[config.mk]
export PLATFORM = sky130hd
export DESIGN_NAME = exp_series_ctrl_flat
export DESIGN_NICKNAME = d
export VERILOG_FILES = /design/src/rtl/exp_series_ctrl_if.sv /design/src/rtl/exp_series_ctrl.sv /design/src/flat_wrapper.sv
export SDC_FILE = /design/constraint.sdc
export NUM_CORES = 1
export LEC_CHECK = 0
export CAP_MARGIN = 20
export CORE_MARGIN = 2
export CORE_UTILIZATION = 30
export DETAILED_ROUTE_END_ITERATION = 12
export GPL_TIMING_DRIVEN = 0
export SLEW_MARGIN = 10
export SYNTH_ARGS = -nofsm -noshare
export SYNTH_HDL_FRONTEND = slang
export SYNTH_SLANG_ARGS = --single-unit
[constraint.sdc]
create_clock -name clk -period 1.2 [get_ports clk]
set_input_delay 0.24 -clock clk [delete_from_list [all_inputs] [get_ports clk]]
set_output_delay 0.24 -clock clk [all_outputs]
set_load 0.005 [all_outputs]
[src/rtl/exp_series_ctrl_if.sv]
// -----------------------------------------------------------------------------
// exp_series_ctrl_if
// Purpose : Bundles the host handshake (start/abort/busy/done) and the
//           accelerator datapath/ROM strobes of the Taylor-series controller.
// Signals : start, abort      host -> controller run request / synchronous abort
//           rom_adr[ADR_W]    controller -> coefficient ROM address
//           x_ld, init        controller -> datapath operand capture / 1.0 preload
//           term_en, acc_en   controller -> datapath term multiply / accumulate
//           busy, done        controller -> host status / one-cycle completion
// Modports: master = host side (drives start/abort, observes everything else)
//           slave  = controller side
// -----------------------------------------------------------------------------
interface exp_series_ctrl_if #(
    parameter int ADR_W = 4
);
    logic             start;
    logic             abort;
    logic [ADR_W-1:0] rom_adr;
    logic             x_ld;
    logic             init;
    logic             term_en;
    logic             acc_en;
    logic             busy;
    logic             done;

    modport master (
        output start, abort,
        input  rom_adr, x_ld, init, term_en, acc_en, busy, done
    );

    modport slave (
        input  start, abort,
        output rom_adr, x_ld, init, term_en, acc_en, busy, done
    );
endinterface

[src/rtl/exp_series_ctrl.sv]
// -----------------------------------------------------------------------------
// exp_series_ctrl
// Purpose : Sequencer for the Taylor-series e^x accelerator
//           (e^x ~ sum_{k=0..N} x^k/k!). After a LOAD cycle that captures x and
//           presets term = acc = 1.0, each of N_TERMS iterations spends one MULT
//           cycle (term <= term*x*coef[k]) and one ADD cycle (acc <= acc+term),
//           with the reciprocal-coefficient ROM addressed by the term counter.
// Params  : N_TERMS  coefficients applied per run, 1..16, N_TERMS <= 2**ADR_W
//           ADR_W    ROM address width
// Ports   : clk      rising-edge clock
//           rst      asynchronous reset, active-low
//           bus      exp_series_ctrl_if.slave (start/abort in; rom_adr,
//                    x_ld, init, term_en, acc_en, busy, done out)
// -----------------------------------------------------------------------------
module exp_series_ctrl #(
    parameter int N_TERMS = 12,
    parameter int ADR_W   = 4
) (
    input  logic               clk,
    input  logic               rst,
    exp_series_ctrl_if.slave   bus
);

    typedef enum logic [2:0] {
        IDLE = 3'd0,
        LOAD = 3'd1,
        MULT = 3'd2,
        ADD  = 3'd3,
        DONE = 3'd4
    } state_e;

    localparam logic [ADR_W-1:0] CNT_LAST = ADR_W'(N_TERMS - 1);

    state_e           state_q, state_d;
    logic [ADR_W-1:0] cnt_q, cnt_d;

    // Output strobes are registered copies of the next-state decode, so every
    // output is a pure function of the current state and never of an input.
    logic x_ld_q, init_q, term_en_q, acc_en_q, busy_q, done_q;

    // Next-state logic.
    // NOTE: every combinational output gets a default first so no path leaves it
    // unassigned; otherwise synthesis infers a latch.
    always_comb begin
        state_d = state_q;
        cnt_d   = cnt_q;
        if (bus.abort) begin
            // Abort wins over everything, including a simultaneous start.
            state_d = IDLE;
            cnt_d   = '0;
        end else begin
            unique case (state_q)
                IDLE: if (bus.start) state_d = LOAD;
                LOAD: begin
                    cnt_d   = '0;
                    state_d = MULT;
                end
                MULT: state_d = ADD;
                ADD: begin
                    // cnt stays at the last index when the run completes; it is
                    // only cleared again by LOAD, abort or reset.
                    if (cnt_q == CNT_LAST) begin
                        state_d = DONE;
                    end else begin
                        cnt_d   = cnt_q + 1'b1;
                        state_d = MULT;
                    end
                end
                DONE: state_d = bus.start ? LOAD : IDLE;
                default: state_d = IDLE;
            endcase
        end
    end

    // NOTE: state registers use non-blocking assignments so every flop samples
    // the pre-edge values, regardless of statement order.
    always_ff @(posedge clk or negedge rst) begin
        if (!rst) begin
            state_q   <= IDLE;
            cnt_q     <= '0;
            x_ld_q    <= 1'b0;
            init_q    <= 1'b0;
            term_en_q <= 1'b0;
            acc_en_q  <= 1'b0;
            busy_q    <= 1'b0;
            done_q    <= 1'b0;
        end else begin
            state_q   <= state_d;
            cnt_q     <= cnt_d;
            x_ld_q    <= (state_d == LOAD);
            init_q    <= (state_d == LOAD);
            term_en_q <= (state_d == MULT);
            acc_en_q  <= (state_d == ADD);
            busy_q    <= (state_d == LOAD) || (state_d == MULT) || (state_d == ADD);
            done_q    <= (state_d == DONE);
        end
    end

    assign bus.rom_adr = cnt_q;
    assign bus.x_ld    = x_ld_q;
    assign bus.init    = init_q;
    assign bus.term_en = term_en_q;
    assign bus.acc_en  = acc_en_q;
    assign bus.busy    = busy_q;
    assign bus.done    = done_q;

endmodule

[src/flat_wrapper.sv]
// flat-port wrapper written by rule: the top's interface ports become plain ports
module exp_series_ctrl_flat 
#(
    parameter int N_TERMS = 12,
    parameter int ADR_W   = 4
)
  (clk, rst, bus_start, bus_abort, bus_rom_adr, bus_x_ld, bus_init, bus_term_en, bus_acc_en, bus_busy, bus_done);
  exp_series_ctrl_if #(.ADR_W(ADR_W)) bus_i ();
  input  logic clk;
  input  logic rst;
  input wire logic [$bits(bus_i.start)-1:0] bus_start;
  input wire logic [$bits(bus_i.abort)-1:0] bus_abort;
  output wire logic [$bits(bus_i.rom_adr)-1:0] bus_rom_adr;
  output wire logic [$bits(bus_i.x_ld)-1:0] bus_x_ld;
  output wire logic [$bits(bus_i.init)-1:0] bus_init;
  output wire logic [$bits(bus_i.term_en)-1:0] bus_term_en;
  output wire logic [$bits(bus_i.acc_en)-1:0] bus_acc_en;
  output wire logic [$bits(bus_i.busy)-1:0] bus_busy;
  output wire logic [$bits(bus_i.done)-1:0] bus_done;
  assign bus_i.start = bus_start;
  assign bus_i.abort = bus_abort;
  assign bus_rom_adr = bus_i.rom_adr;
  assign bus_x_ld = bus_i.x_ld;
  assign bus_init = bus_i.init;
  assign bus_term_en = bus_i.term_en;
  assign bus_acc_en = bus_i.acc_en;
  assign bus_busy = bus_i.busy;
  assign bus_done = bus_i.done;
  exp_series_ctrl #(.N_TERMS(N_TERMS), .ADR_W(ADR_W)) u_core (.clk(clk), .rst(rst), .bus(bus_i));
endmodule
Word level (Yosys, flattened, before mapping)
Cells that the tools add are included. Widths: inputs -> output; s select.

Add/sub/neg operators: 1. Equal/unequal tests: 10. Muxes and demuxes: 8. Reductions and logical operators: 5.

Operators with widths (number): $pmux 3 s5 (1); $eq 3x2->1 const B (4); $mux 3 (3); $mux 4 (2); $pmux 4 s2 (1); $eq 3x1->1 const B (2); $eq 3x3->1 const B (2); $add 4x1->4 const B (1); $eq 4x4->1 const B (1); $logic_not 3->1 (1); $ne 3x3->1 const B (1); $reduce_bool 3->1 (1); $logic_or 1x1->1 (2); $reduce_and 2->1 (1); $mux 1 (1).

Register bits: 12. Output and inout port bits: 10. Word-level logic and storage cells: 31.

Logic depth before layout (Yosys ltp)
Depth after elaboration: 7. Gate-level depth with buffers: 4. Depth with buffers taken out: 4.

Worst setup path after synthesis
OpenSTA, ideal clock, no wires.

Path kind: flip-flop to flip-flop. From: register u_core.cnt_q[0], in the netlist u_core.bus.rom_adr[0]. To: register u_core.term_en_q, in the netlist u_core.bus.term_en. Data arrival time: 1201 ps. Setup slack: -126 ps. Cell stages (with the launch flop): 4. Clock period less this slack: 1326 ps. Path through: dfrtp_1 -> ha_1 -> and3b_2 -> a2111oi_0.

Longest elaborated chain between the ends: 5.

Ends and longest elaborated chain: start: declaration (RTL line exp_series_ctrl.sv:35) `logic [ADR_W-1:0] cnt_q, cnt_d;`; start signal: assignment (RTL line exp_series_ctrl.sv:89) `cnt_q <= cnt_d;`; $eq 4x4->1 (RTL line exp_series_ctrl.sv:62) `if (cnt_q == CNT_LAST) begin`; $mux 3 (RTL line exp_series_ctrl.sv:62); $pmux 3 s5 (RTL line exp_series_ctrl.sv:52) `unique case (state_q)`; $mux 3 (RTL line exp_series_ctrl.sv:47) `if (bus.abort) begin`; $eq 3x2->1 (RTL line exp_series_ctrl.sv:92) `term_en_q <= (state_d == MULT);`; end signal: assignment (RTL line exp_series_ctrl.sv:92); end: declaration (RTL line exp_series_ctrl.sv:39) `logic x_ld_q, init_q, term_en_q, acc_en_q, busy_q, done_q;`.

No other way between the ends. A chain may end at the register's enable or synchronous reset.

Worst setup path after layout
From: register u_core.cnt_q[1], in the netlist u_core.bus.rom_adr[1]. To: register u_core.cnt_q[2], in the netlist u_core.bus.rom_adr[2].

Longest elaborated chain between the ends: 4. Elaborated cells on any way between the ends: 7.

Ends and longest elaborated chain: $add 4x1->4 (RTL line exp_series_ctrl.sv:65) `cnt_d = cnt_q + 1'b1;`; $mux 4 (RTL line exp_series_ctrl.sv:62); $pmux 4 s2 (RTL line exp_series_ctrl.sv:52); $mux 4 (RTL line exp_series_ctrl.sv:47).

Parallel ways exist; a longest one is shown, timed or not. The select of a mux whose other input is x is not followed.

==> run metrics <==
status=complete, but fails checks; Net Count, Synth=49; total wire length=~1200 um; Remaining DRCs=0; H-tree Lvls=1; Netlist cell types=25; register area share after synthesis=between 50% and 60%; Int Pwr=~670 uW; R2R depth=6; Crit path largest cell delay=approximately 0.40 ns; fraction of power spent switching nets=between 20% and 30%; total track usage=14.3%; Logic pwr share=between 10% and 20%; Async S/R FF share, synth=100%; CTS Root Cell=clkbuf_4; Slew Limit Headroom=64.7%; fillcell total=approximately 150; via count=about 470; DP Cell Count=between 70 and 80; Inserted Clock Buffers=3; combinational family with the most area after synthesis=simple AND/OR/NAND/NOR gates; Row Count=15; worst-path cell chain=buf_6 -> ha_4 -> buf_4 -> buf_4 -> nor4b_2 -> a21o_1; failing checks=setup timing; chip width=approximately 46 um; DP Worst Slack=-0.506 ns; register area=slightly above 300 um2; RePlAce Congestion=0.683; worst-skew pair later-pin latency=0.27 ns; Clock Skew=0.00130 ns; final setup vio count=6; Worst VDD drop=about 0.63 mV; io pins=14; Die ar.=2120 um2; Seq pwr share=50.9%; final count of pins violating max slew=0; clock tree buffer depth=2; crit path kind=reg -> reg; Ys Warns=0; CTS hold repair buffers=0; Clk pwr share=between 30% and 40%; complex-gate fraction of the synthesized area=approximately an eighth; Die H=between 40 and 50 um; first-pass GRT wire length=about 2000 um; clk sinks=12; Synth Area in Adders=between 2 and 2.5%; Vias per Instance=about 5.1; initial antenna violation count=0; CP Launch Type=flip-flop; CP arrival=approximately 1.5 ns; DP Wirelength=704 um; most common cell after layout, fill and taps aside=buf_4; drt pass-1 iters=4; grt ovf=0; CP required=between 1 and 1.5 ns; Post-synth EDFFs=0; most frequent cells in the layout=buf_4, dfrtp_1, buf_6; number of port buffers=13; number of global-route vias before repair=between 400 and 500; r2r startpoint=u_core.bus.rom_adr[1]$_DFFE_PN0P_; Final Hold Viols=0; Buffers & Inverters on Critical Path=3; delay-heaviest family, CP=flip-flops; drt initial violations=14; CTS tree=yes; most used cell, CP=buf_4; post-synthesis mux area share=about 2.8%; Synth Cell Area=approximately 530 um2; Mapped Cells=44; Static Leakage=between 0.0004 and 0.0005 uW; reported max-cap violation count=0; reg2reg end=u_core.bus.rom_adr[2]$_DFFE_PN0P_; Period Utilization, post-route=109%; crit end category=flip-flop; Area Growth Syn to Fin=66.3%; Reg2Reg Setup Slack=-0.11 ns; syn avg cell area=12.1 um2; Max Clk Rate=roughly 760 MHz; #FFs+latches synth=12; Clock Pin Slew Worst Setup and Hold Paths=roughly 0.070 ns; remaining antenna violation count=0; RSZ-0062 raised after global routing=yes; fin crit period=1.31 ns; Final Non-Filler Cells=around 90; Initial Utilization=between 30% and 40%; layout net count=80; Pwr Density=just under 1000 nW/um2; Psw=just under 200 uW; share of cells above drive strength 1=47.3%; worst hold path type=in -> async; actual slew at the worst max-slew pin=roughly 0.53 ns; Crit-path slowest cell=dfrtp_1; largest net degree at the start of global routing=13; Antenna diodes=0; drt wl/cell=between 10 and 15 um; Simple-Gate Fraction of Synth Area=roughly 21%; setup TNS=-0.452 ns; Main synth FF type=dfrtp_1; footprint of the multi-input gates=roughly 260 um2; setup ws final=-0.114 ns; core area=around 1700 um2; Max FO, Critical Path=3; post-synthesis xor/xnor area fraction=under 10%
==> registers in the layout, indices dropped and copies added, names as in the netlist <==
name                cells
u_core.bus.acc_en       1
u_core.bus.busy         1
u_core.bus.done         1
u_core.bus.rom_adr      4
u_core.bus.term_en      1
u_core.bus.x_ld         1
u_core.state_q          3
==> worst reg2reg max path: cells and delay by family, from the launching register on <==
kind                     cells  cell delay [ns]
flip-flops                   1             0.40
buffers and inverters        3             0.37
adder cells (fa/ha/maj)      1             0.15
AO/OA/AOI/OAI                1             0.15
AND/OR/NAND/NOR              1             0.14
==> metrics by stage <==
stage / area [um2] / util [%] / hold slack (ns) / power (uW)
after floorplan: 542 / - / -0.0556 / 485
after global placement: 693 / 41.0 / 0.522 / 542
after detailed placement: 693 / 41.0 / 0.526 / 543
after CTS: 857 / 50.7 / 0.323 / 875
after global routing: 882 / 52.2 / 0.347 / 922
final: 882 / 52.2 / 0.312 / 862
==> power groups by stage <==
| stage | logic [uW] | clock network (uW) | registers (uW) |
|---|---|---|---|
| final | 106 | 318 | 439 |
| after global routing | 117 | 363 | 442 |
| after CTS | 104 | 333 | 438 |
| after detailed placement | 96.9 | 0 | 447 |
| after global placement | 96.2 | 0 | 446 |
| after floorplan | 39.4 | 0 | 445 |
==> worst max path at each step <==
stage / startpoint / endpoint / slack [ns] / cells past startpoint
6_report: u_core.bus.rom_adr[1]$_DFFE_PN0P_ / u_core.bus.rom_adr[2]$_DFFE_PN0P_ / -0.11 / 6
5_1_grt: u_core.bus.rom_adr[0]$_DFFE_PN0P_ / u_core.bus.term_en$_DFF_PN0_ / -0.17 / 4
4_1_cts: u_core.bus.rom_adr[0]$_DFFE_PN0P_ / u_core.bus.term_en$_DFF_PN0_ / -0.08 / 4
3_5_place_dp: bus_abort / u_core.bus.rom_adr[0]$_DFFE_PN0P_ / -0.51 / 5
3_3_place_gp: bus_abort / u_core.bus.rom_adr[0]$_DFFE_PN0P_ / -0.51 / 5
2_1_floorplan: u_core.bus.rom_adr[0]$_DFFE_PN0P_ / u_core.bus.rom_adr[0]$_DFFE_PN0P_ / -0.03 / 4
==> logic make-up (layout without fill, tap and decap cells) <==
group	Yosys count	after routing
fa+ha+maj	1	1
flops	12	12
compound gates	9	9
buf+inv	3	33
mux	1	1
simple gates	17	17
xor+xnor	1	1
==> cells in the mapped netlist (all sizes together), types with 2 or more instances <==
master   n  area (um2)
dfrtp   12         300
o22ai    2        12.5
nor2     6        22.5
and3     2        13.8
nand2b   2        12.5
buf      2        15.0
==> layer usage <==
metal / wire, um / global-route usage, % / vias up
li1: - / - / 217
met1: 540 / 18.7 / 229
met2: 554 / 20.3 / 18
met3: 69 / 4.71 / 2
met4: 12 / 8.57 / 0
met5: 0 / 0 / -
==> area by class of cell <==
cell class	instances	share of cell area [%]
flip-flops and latches	12	34.3
multi-input cells	29	29.8
repair buffers	27	27.7
clock buffers	4	4.11
well taps	17	2.41
plain buffers	1	1.28
inverters	1	0.426
==> what timing repair did <==
item | 4_1_cts | 5_1_grt
setup endpoints to repair | 16 | 13
setup buffers | 13 | 4
resized for setup | 27 | 8
pin swaps | 5 | 2
Power figures use the tool's default switching activity.
